$ cat config.mk
export PLATFORM = sky130hd
export DESIGN_NAME = vc_input_fifo
export DESIGN_NICKNAME = d
export VERILOG_FILES = /design/src/rtl/noc_buf_pkg.sv /design/src/rtl/vc_fifo_lane.sv /design/src/rtl/vc_input_fifo.sv
export SDC_FILE = /design/constraint.sdc
export NUM_CORES = 2
export LEC_CHECK = 0
export BUFFER_PORTS_ARGS = -buffer_cell sky130_fd_sc_hd__buf_2
export CORE_ASPECT_RATIO = 1.2
export CORE_MARGIN = 2
export CORE_UTILIZATION = 40
export DETAILED_ROUTE_END_ITERATION = 7
export PLACE_DENSITY_LB_ADDON = 0.25
export SETUP_SLACK_MARGIN = 0.02
export SYNTH_ARGS = -nofsm -noshare
export SYNTH_HDL_FRONTEND = slang
export SYNTH_SLANG_ARGS = --single-unit
$ cat constraint.sdc
create_clock -name clk -period 4.44 [get_ports clk]
set_input_delay 0.444 -clock clk [delete_from_list [all_inputs] [get_ports clk]]
set_output_delay 0.444 -clock clk [all_outputs]
set_load 0.01 [all_outputs]
$ cat src/rtl/noc_buf_pkg.sv
// Shared sizing helpers for the multi-VC input buffer: width derivation and
// occupancy-bus slicing.
package noc_buf_pkg;

  function automatic int clog2(input int value);
    int w;
    w = 0;
    for (int i = 0; i < 31; i++) begin
      if ((1 << i) < value) w = i + 1;
    end
    return w;
  endfunction

  // A single-VC build still needs a one-bit VC field.
  function automatic int vcWidth(input int numVC);
    return (clog2(numVC) < 1) ? 1 : clog2(numVC);
  endfunction

  // One extra pointer bit separates the full and empty cases.
  function automatic int ptrWidth(input int addressWidth);
    return addressWidth + 1;
  endfunction

  function automatic int occLsb(input int vc, input int addressWidth);
    return vc * ptrWidth(addressWidth);
  endfunction

endpackage

$ cat src/rtl/vc_fifo_lane.sv
// One virtual-channel FIFO lane: storage, wrap-bit pointers and status.
// Read data is the unregistered head entry; the caller qualifies it with rdEn.
module vc_fifo_lane
  import noc_buf_pkg::*;
#(
  parameter int dataWidth     = 32,
  parameter int addressWidth  = 4,
  parameter int almostFullThr = 2
) (
  input  logic                  clk,
  input  logic                  reset,
  input  logic                  wrEn,
  input  logic [dataWidth-1:0]  wrData,
  input  logic                  rdEn,
  output logic [dataWidth-1:0]  rdData,
  output logic                  full,
  output logic                  empty,
  output logic                  almostFull,
  output logic [addressWidth:0] count
);

  localparam int depth = 1 << addressWidth;
  localparam logic [addressWidth:0] ptrOne = 1;

  logic [dataWidth-1:0]  mem [depth];
  logic [addressWidth:0] wrPtr;
  logic [addressWidth:0] rdPtr;

  always_ff @(posedge clk) begin
    if (reset) begin
      wrPtr <= '0;
      rdPtr <= '0;
    end else begin
      if (wrEn) wrPtr <= wrPtr + ptrOne;
      if (rdEn) rdPtr <= rdPtr + ptrOne;
    end
  end

  always_ff @(posedge clk) begin
    if (wrEn) mem[wrPtr[addressWidth-1:0]] <= wrData;
  end

  assign rdData     = mem[rdPtr[addressWidth-1:0]];
  assign count      = wrPtr - rdPtr;
  assign empty      = (wrPtr == rdPtr);
  assign full       = (wrPtr[addressWidth] != rdPtr[addressWidth]) &&
                      (wrPtr[addressWidth-1:0] == rdPtr[addressWidth-1:0]);
  assign almostFull = (depth - int'(count)) <= almostFullThr;

endmodule

$ cat src/rtl/vc_input_fifo.sv
// Multi-VC router input buffer: per-VC lanes, write/read VC decode, grant
// registers and the registered read-data mux.
module vc_input_fifo
  import noc_buf_pkg::*;
#(
  parameter int dataWidth     = 32,
  parameter int addressWidth  = 4,
  parameter int numVC         = 4,
  parameter int almostFullThr = 2,
  parameter int pulseMode     = 1,
  localparam int vcW          = vcWidth(numVC)
) (
  input  logic                                 clk,
  input  logic                                 reset,
  input  logic                                 reqUpStr,
  input  logic [vcW-1:0]                       wrVc,
  input  logic [dataWidth-1:0]                 PacketIn,
  output logic                                 gntUpStr,
  input  logic                                 reqInCtr,
  input  logic [vcW-1:0]                       rdVc,
  output logic                                 gntInCtr,
  output logic [vcW-1:0]                       gntVc,
  output logic [dataWidth-1:0]                 PacketOut,
  output logic [numVC-1:0]                     full,
  output logic [numVC-1:0]                     empty,
  output logic [numVC-1:0]                     almostFull,
  output logic [numVC*(addressWidth+1)-1:0]    occupancy
);

  localparam int ptrW = ptrWidth(addressWidth);

  logic [numVC-1:0]     wrEnVec;
  logic [numVC-1:0]     rdEnVec;
  logic [dataWidth-1:0] laneRdData [numVC];
  logic [ptrW-1:0]      laneCount  [numVC];
  logic [dataWidth-1:0] rdMux;
  logic                 enableGnt;
  logic                 wrAllowed;
  logic                 wrFire;
  logic                 rdFire;

  // Legacy pulse mode re-arms only after the upstream drops its request.
  assign wrAllowed = (pulseMode == 0) || enableGnt;

  // Out-of-range VC ids match no lane and are therefore ignored.
  for (genvar v = 0; v < numVC; v++) begin : gLane
    assign wrEnVec[v] = reqUpStr && wrAllowed && (wrVc == vcW'(v)) && !full[v];
    assign rdEnVec[v] = reqInCtr && (rdVc == vcW'(v)) && !empty[v];

    vc_fifo_lane #(
      .dataWidth    (dataWidth),
      .addressWidth (addressWidth),
      .almostFullThr(almostFullThr)
    ) uLane (
      .clk       (clk),
      .reset     (reset),
      .wrEn      (wrEnVec[v]),
      .wrData    (PacketIn),
      .rdEn      (rdEnVec[v]),
      .rdData    (laneRdData[v]),
      .full      (full[v]),
      .empty     (empty[v]),
      .almostFull(almostFull[v]),
      .count     (laneCount[v])
    );

    assign occupancy[occLsb(v, addressWidth) +: ptrW] = laneCount[v];
  end

  assign wrFire = |wrEnVec;
  assign rdFire = |rdEnVec;

  always_comb begin
    rdMux = '0;
    for (int v = 0; v < numVC; v++) begin
      if (rdEnVec[v]) rdMux = laneRdData[v];
    end
  end

  // Grant / output register stage
  always_ff @(posedge clk) begin
    if (reset) begin
      enableGnt <= 1'b1;
      gntUpStr  <= 1'b0;
      gntInCtr  <= 1'b0;
      gntVc     <= '0;
      PacketOut <= '0;
    end else begin
      gntUpStr <= wrFire;
      gntInCtr <= rdFire;
      if (wrFire)         enableGnt <= 1'b0;
      else if (!reqUpStr) enableGnt <= 1'b1;
      if (rdFire) begin
        PacketOut <= rdMux;
        gntVc     <= rdVc;
      end
    end
  end

endmodule
* Yosys cells after proc, flatten, opt, wreduce, memory -nomap -nowiden
Memory sizes are Yosys's and may differ from the RTL's. A register that Yosys moved wholly into a read port is not among the register bits.
Index checks and enable logic that the tools add are counted.
** Cells by class
- Add/sub/neg operators :: 16
- Reductions and logical operators :: 33
- Multiplexer cells :: 22
- Magnitude comparators :: 4
- Equal/unequal tests :: 19
** Operator list (number)
- <= comparator 32 x 3 -> 1 bit (second input constant) :: 4
- two-way mux 32 bit :: 4
- adder 5 x 1 -> 5 bit (second input constant) :: 8
- two-way mux 4 bit :: 8
- subtractor 5 x 5 -> 6 bit (first input constant) :: 4
- logical AND 1 bit :: 21
- equality test 5 bit :: 4
- subtractor 5 bit :: 4
- equality test 4 bit :: 4
- two-way mux 1 bit :: 10
- equality test 2 bit (second input constant) :: 4
- zero test 1 bit :: 8
- OR reduction 4 bit :: 2
- equality test 2 x 1 -> 1 bit (second input constant) :: 2
- zero test 2 bit :: 2
- inequality test 1 bit :: 4
- inequality test 2 x 1 -> 1 bit (second input constant) :: 1
** Word-level totals
- Bits of input ports :: 40
- Register bits :: 77
- Memories kept :: 4
- Logic and storage cells :: 111
- Output and inout port bits :: 68
- Memory bits (writable) :: 2048
** Memories
- gLane[0].uLane.mem :: words 16, bits a word 32, read ports 1, clocked after Yosys merged registers in 1, write ports 1, line vc_fifo_lane.sv:25 : logic [dataWidth-1:0] mem [depth];
- gLane[1].uLane.mem :: words 16, bits a word 32, read ports 1, clocked after Yosys merged registers in 1, write ports 1, line vc_fifo_lane.sv:25
- gLane[2].uLane.mem :: words 16, bits a word 32, read ports 1, clocked after Yosys merged registers in 1, write ports 1, line vc_fifo_lane.sv:25
- gLane[3].uLane.mem :: words 16, bits a word 32, read ports 1, clocked after Yosys merged registers in 1, write ports 1, line vc_fifo_lane.sv:25

* Logic depth before layout (Yosys ltp)
- Word-level depth :: 7
- Gate-level depth with buffers :: 11
- Mapped depth without buffers :: 9

* Modules after synthesis
A second synthesis with hierarchy kept.
** Second synthesis, totals
- Cells, all modules :: 3481
- Area total of the unflattened synthesis :: 82699.3 µm²
** Modules (own cells, without submodules)
- vc_fifo_lane (gLane[1].uLane ...) :: instances 2, area each 20113.0 µm², seq. area each 15655.0 µm², cells each 808
- vc_fifo_lane (gLane[3].uLane) :: instances 1, area each 20184.4 µm², seq. area each 15655.0 µm², cells each 808
- vc_fifo_lane (gLane[0].uLane) :: instances 1, area each 20130.6 µm², seq. area each 15655.0 µm², cells each 808
- vc_input_fifo :: instances 1, area each 2158.3 µm², seq. area each 740.7 µm², cells each 249

* Worst setup path after synthesis
OpenSTA, ideal clock, no wires.
- Path kind :: reg-to-reg
- From :: register gLane[0].uLane.wrPtr[0]
- To :: memory gLane[0].uLane.mem[0][0] (enable)
- Cell stages (with the launch flop) :: 8
- Setup slack :: 106 ps
- Arrival :: 3873 ps
- Setup time :: 461 ps
- Period minus slack after synthesis :: 4334 ps
- Data required time :: 3979 ps
- Path through :: dfxtp_1 > inv_1 > ha_1 > nand4_1 > nor2b_4 > nor4_4 > nand2_1 > nor3_1
** Between the ends
- Cells in the longest elaborated chain, start to end :: 6
** Ends and longest elaborated chain
- start, declared :: line vc_fifo_lane.sv:26 : logic [addressWidth:0] wrPtr;
- start signal, assigned :: line vc_fifo_lane.sv:34 : if (wrEn) wrPtr <= wrPtr + ptrOne;
- equality test 4 bit :: line vc_fifo_lane.sv:47 : (wrPtr[addressWidth-1:0] == rdPtr[addressWidth-1:0]);
- logical AND 1 bit :: line vc_fifo_lane.sv:46 : assign full = (wrPtr[addressWidth] != rdPtr[addressWidth]) &&
- net gLane[0].uLane.full :: line vc_fifo_lane.sv:16 : output logic full,
- zero test 1 bit :: line vc_input_fifo.sv:47 : assign wrEnVec[v] = reqUpStr && wrAllowed && (wrVc == vcW'(v)) && !full[v];
- logical AND 1 bit :: line vc_input_fifo.sv:47
- two-way mux 1 bit :: line vc_fifo_lane.sv:40 : if (wrEn) mem[wrPtr[addressWidth-1:0]] <= wrData;
- two-way mux 1 bit (implied by the code) :: line vc_fifo_lane.sv:40
- end, declared :: line vc_fifo_lane.sv:25
The timed path passes the listed nets, and every way through them passes these cells.

* Worst setup path after layout
- From :: register gLane[3].uLane.wrPtr[0]
- To :: output almostFull[3]
** Between the ends
- Cells in the longest elaborated chain, start to end :: 3
** Ends and longest elaborated chain
- start, declared :: line vc_fifo_lane.sv:26
- start signal, assigned :: line vc_fifo_lane.sv:34
- subtractor 5 bit :: line vc_fifo_lane.sv:44 : assign count = wrPtr - rdPtr;
- subtractor 5 x 5 -> 6 bit :: line vc_fifo_lane.sv:48 : assign almostFull = (depth - int'(count)) <= almostFullThr;
- <= comparator 32 x 3 -> 1 bit :: line vc_fifo_lane.sv:48
- end, declared :: line vc_input_fifo.sv:26 : output logic [numVC-1:0] almostFull,
Every way passes these cells.

==> results.md <==
Outcome:
- The flow ran to the end, and the final reports show no timing, DRC or antenna violations.

CTS:
- In this run the number of H-tree levels came out at 4.
- The root buffer cell chosen for the clock tree is sky130_fd_sc_hd__clkbuf_16.
- The clock drives about 2100 sinks.
- The clock transition time at the flip-flop clock pins of the worst setup and hold paths is around 60 ps.
- The deepest clock path buffer count is 3.
- TritonCTS built the clock tree.
- At the later pin of the worst-skew pair, clock insertion delay measures 850 ps.
- Clock tree synthesis inserted a total of 198 buffers.

Logic synthesis:
- The number of warning messages in the yosys log is 0.
- Counting flops with an async set or reset pin after synthesis yields a share of 0%.
- Sequential elements use 76.8% of the synthesized area.
- The flip-flop and latch count after synthesis is 2141.
- The synthesized net count is 3961.
- In the synthesized netlist, the cells that appear most often are sky130_fd_sc_hd__edfxtp_1, sky130_fd_sc_hd__mux4_2, sky130_fd_sc_hd__nor2_1.
- The mean instance size in the synthesized netlist is 21.3 um2.
- The number of flops mapped to enable cells by yosys is 2048.
- The synthesized netlist occupies a cell area of approximately 82000 um2.
- The most frequently used cell type in the post-synthesis netlist is sky130_fd_sc_hd__edfxtp_1.
- The cell type with the highest aggregate area in the netlist is sky130_fd_sc_hd__edfxtp_1.
- For this run, the leading register cell type out of synthesis is sky130_fd_sc_hd__edfxtp_1.
- The number of instances in the synthesized netlist is 3873.
- After synthesis, the cell types taking the most area are sky130_fd_sc_hd__edfxtp_1, sky130_fd_sc_hd__mux4_2, sky130_fd_sc_hd__dfxtp_1.
- The share of Yosys cell area claimed by the top area cell type is 74.6%.
- In this run, distinct cell masters in the synthesized netlist total 65.

STA:
- Setup slack on the critical path of the routed design comes to 254 ps.
- The pin slew with the least headroom to its limit is 1180 ps.
- Measured against its own limit, the worst slew margin works out to 21.3%.
- On the final layout, the worst hold slack is roughly 110 ps.
- The final cycle utilization of the critical path is 94.3%.
- The final count of pins violating max slew is 0.
- The setup skew after layout is 31.2 ps.
- For the final routed database, the setup TNS stands at 0 ps.
- The number of setup violations in the final report is 0.
- Derived from the worst setup path, the maximum achievable clock frequency is about 240 MHz.
- For the finished layout, the period the worst path requires is around 4200 ps.
- Setup repair after global routing left no endpoint under its margin.
- The final hold violation count is 0.

Power:
- The areal power density over the cells is 428 nW/um2.
- Per report_power, the sequential group accounts for 55.3% of the total.
- The total power after layout is 40.2 mW.
- Per report_power, the clock group accounts for 42.1% of the total.
- The worst-case IR drop observed on VDD is 0.340 mV.
- Of the total power, combinational logic draws 2.6%.
- Summed over all nets, the switching power comes to 8.20 mW.
- In this run switching power makes up 20.4% of total power.
- The internal power is 32.0 mW.
- The total leakage power is 28.7 nW.

Job:
- The number of max-cap violations is 0.

Cells and area:
- The total area of multi-input combinational cells is 18300 um2.
- From synthesis to final layout, the design area changed by 13.9%.
- At the end of the flow the core is filled with cells to 45.9%.
- The area taken by flip-flops and latches is 63400 um2.
- The filler cells instantiated in the layout total 17008.
- Of the cells placed in the final design, the portion with a size suffix greater than 1 is a little over a quarter.
- The filler-free cell count of the finished design is 6999.
- The cell area after layout is 94000 um2.
- The final layout contains 4241 nets.

Detailed routing:
- The remaining routing DRC violations is 0.
- In this run the top signal layer used is met5.
- The first detailed-routing pass ran for 5 iterations.
- The routed design uses 12.9 mm of met3 wire.
- The via count is 40314.
- The routed design uses about 110 mm of met2 wire.
- The detailed-routing wirelength on met1 is 88.8 mm.
- Once detail routing completed, the nets flagged for antenna violations numbered 0.
- The ratio of routed vias to standard cells is 5.76.
- The aggregate routed wire length is approximately 220 mm.
- The routed length per instance is 31.9 um.
- For this block, the initial DRC count from the detailed router was about 4400.

GRT:
- The number of global-route vias before repair came to between 30000 and 40000.
- The number of antenna violations at the first check in global routing is 16.
- The first-pass GRT wire length is 314 mm.
- The total global-route track usage is 21.3%.
- Entering global routing, the biggest net connects 68 pins.
- Global routing finished with a remaining overflow of 0.

Placed design:
- The cell area after placement is 87500 um2.
- The worst setup slack after placement is 716 ps.
- Detailed placement finished with a half-perimeter wire length of 145 mm.
- In this run, placement finished with an instance count of 6620.
- The congestion estimate from routability-driven global placement came to 0.889.
- The number of input and output port buffers inserted is roughly 110.

Critical path:
- The worst setup path is launched from a flop.
- The critical path arrival is 3740 ps.
- The maximum fanout along the worst path is 5.
- The worst setup path is of the reg2out kind.
- For the worst setup path, the data required time is 4000 ps.
- The worst setup path is captured at an output port.

Die:
- The starting density of the core is 40.2%.
- The height of the die is 501 um.
- The die covers 210000 um2.
- In this run the standard cell core region covers 205000 um2.
- The floorplan step set the die width to 419 um.
- After floorplanning, the core was divided into 182 placement rows.
- The boundary pin count is 108.

Worst hold path:
- The min-delay analysis places its worst path in the category in2reg.
-- critical path, cell delays in order (launching register included) --
cell and delay, ps:
sky130_fd_sc_hd__dfxtp_1 420, sky130_fd_sc_hd__inv_1 110, sky130_fd_sc_hd__ha_1 220, sky130_fd_sc_hd__fa_1 400
sky130_fd_sc_hd__inv_1 70, sky130_fd_sc_hd__a21o_1 100, sky130_fd_sc_hd__a21oi_1 80, sky130_fd_sc_hd__xor2_1 460
sky130_fd_sc_hd__a22oi_1 170, sky130_fd_sc_hd__o21ai_0 530, sky130_fd_sc_hd__buf_4 210, sky130_fd_sc_hd__buf_2 130
-- worst paths after layout --
check | startpoint | depth (start not counted) | slack (ps) | end
worst max register to register | gLane[3].uLane.wrPtr[0]$_SDFFE_PP0P_ | 9 | 700 | PacketOut[0]$_SDFFE_PP0P_
worst min-delay path | PacketIn[15] | 1 | 110 | gLane[0].uLane.mem[4][15]$_DFFE_PP_
worst max-delay path | gLane[3].uLane.wrPtr[0]$_SDFFE_PP0P_ | 11 | 250 | almostFull[3]
worst min register to register | gLane[0].uLane.wrPtr[4]$_SDFFE_PP0P_ | 2 | 500 | gLane[0].uLane.wrPtr[4]$_SDFFE_PP0P_
-- power by group through the flow --
stage                     clock network (mW)  logic [mW]  registers, mW
final                                   16.9        1.04           22.3
after global routing                    17.9        1.10           22.2
after CTS                               17.2        1.06           22.3
after detailed placement                   0        1.06           22.7
after global placement                     0        1.04           22.7
after floorplan                            0       0.347           22.6
-- area by class of cell --
type | count | share of cell area, %
Multi-Input combinational cell | 1466 | 19.4
Sequential cell | 2141 | 67.5
Timing Repair Buffer | 303 | 2.53
Inverter | 43 | 0.172
Clock inverter | 107 | 1.03
Antenna cell | 8 | 0.0213
Tap cell | 2668 | 3.55
Clock buffer | 263 | 5.80
-- kinds of logic after synthesis --
family                     after synthesis  synth area share (%)
adders and majority gates               48                 0.765
xor gates and xnor gates                45                 0.487
and+or+nand+nor                        356                  2.14
buffers and inverters                  266                  1.67
AOI/OAI and AO/OA                      400                  3.36
DFF                                   2141                  76.8
muxes                                  617                  14.8
-- routing by layer --
| layer | track usage, % | vias up |
|---|---|---|
| li1 | - | 16796 |
| met1 | 28.5 | 21753 |
| met2 | 35.6 | 1479 |
| met3 | 2.60 | 284 |
| met4 | 8.47 | 2 |
| met5 | 0 | - |
-- what timing repair did --
item,4_1_cts,5_1_grt
hold buffers,1,0
hold endpoints to repair,1,0
gates resized for setup,0,0
buffers inserted,0,0
setup endpoints to repair,0,0
-- flip-flops by register name (all words and copies together) (netlist names), named ones only --
signal,count
PacketOut,32
enableGnt,1
gLane.uLane.mem,2048
gLane.uLane.rdPtr,20
gLane.uLane.wrPtr,20
gntInCtr,1
gntUpStr,1
gntVc,2
-- cells in the final DEF (no fill, tap or decap), types with 6 or more instances in the layout --
cell type / n
sky130_fd_sc_hd__edfxtp_1: 2048
sky130_fd_sc_hd__mux4_2: 480
sky130_fd_sc_hd__clkbuf_16: 207
sky130_fd_sc_hd__buf_4: 168
sky130_fd_sc_hd__mux2i_1: 135
sky130_fd_sc_hd__a22oi_1: 122
sky130_fd_sc_hd__nor2_1: 108
sky130_fd_sc_hd__a21oi_1: 106
sky130_fd_sc_hd__buf_2: 105
sky130_fd_sc_hd__dfxtp_1: 84
sky130_fd_sc_hd__clkbuf_1: 50
sky130_fd_sc_hd__nor2_4: 49
sky130_fd_sc_hd__clkinv_1: 49
sky130_fd_sc_hd__ha_1: 44
sky130_fd_sc_hd__inv_1: 43
sky130_fd_sc_hd__nand2_1: 41
sky130_fd_sc_hd__nor3_1: 33
sky130_fd_sc_hd__a211oi_1: 32
sky130_fd_sc_hd__o22ai_1: 31
sky130_fd_sc_hd__a221oi_1: 31
sky130_fd_sc_hd__clkinv_2: 31
sky130_fd_sc_hd__nor4_1: 29
sky130_fd_sc_hd__buf_12: 29
sky130_fd_sc_hd__o221ai_1: 28
sky130_fd_sc_hd__xor2_1: 24
sky130_fd_sc_hd__xnor2_1: 20
sky130_fd_sc_hd__nand4_1: 19
sky130_fd_sc_hd__bufinv_16: 17
sky130_fd_sc_hd__nor3_2: 16
sky130_fd_sc_hd__o21ai_0: 12
sky130_fd_sc_hd__nor2b_1: 10
sky130_fd_sc_hd__nand2b_1: 10
sky130_fd_sc_hd__dfxtp_4: 9
sky130_fd_sc_hd__diode_2: 8
sky130_fd_sc_hd__a21o_1: 8
sky130_fd_sc_hd__clkbuf_8: 6
(Power assumes the default switching activity.)
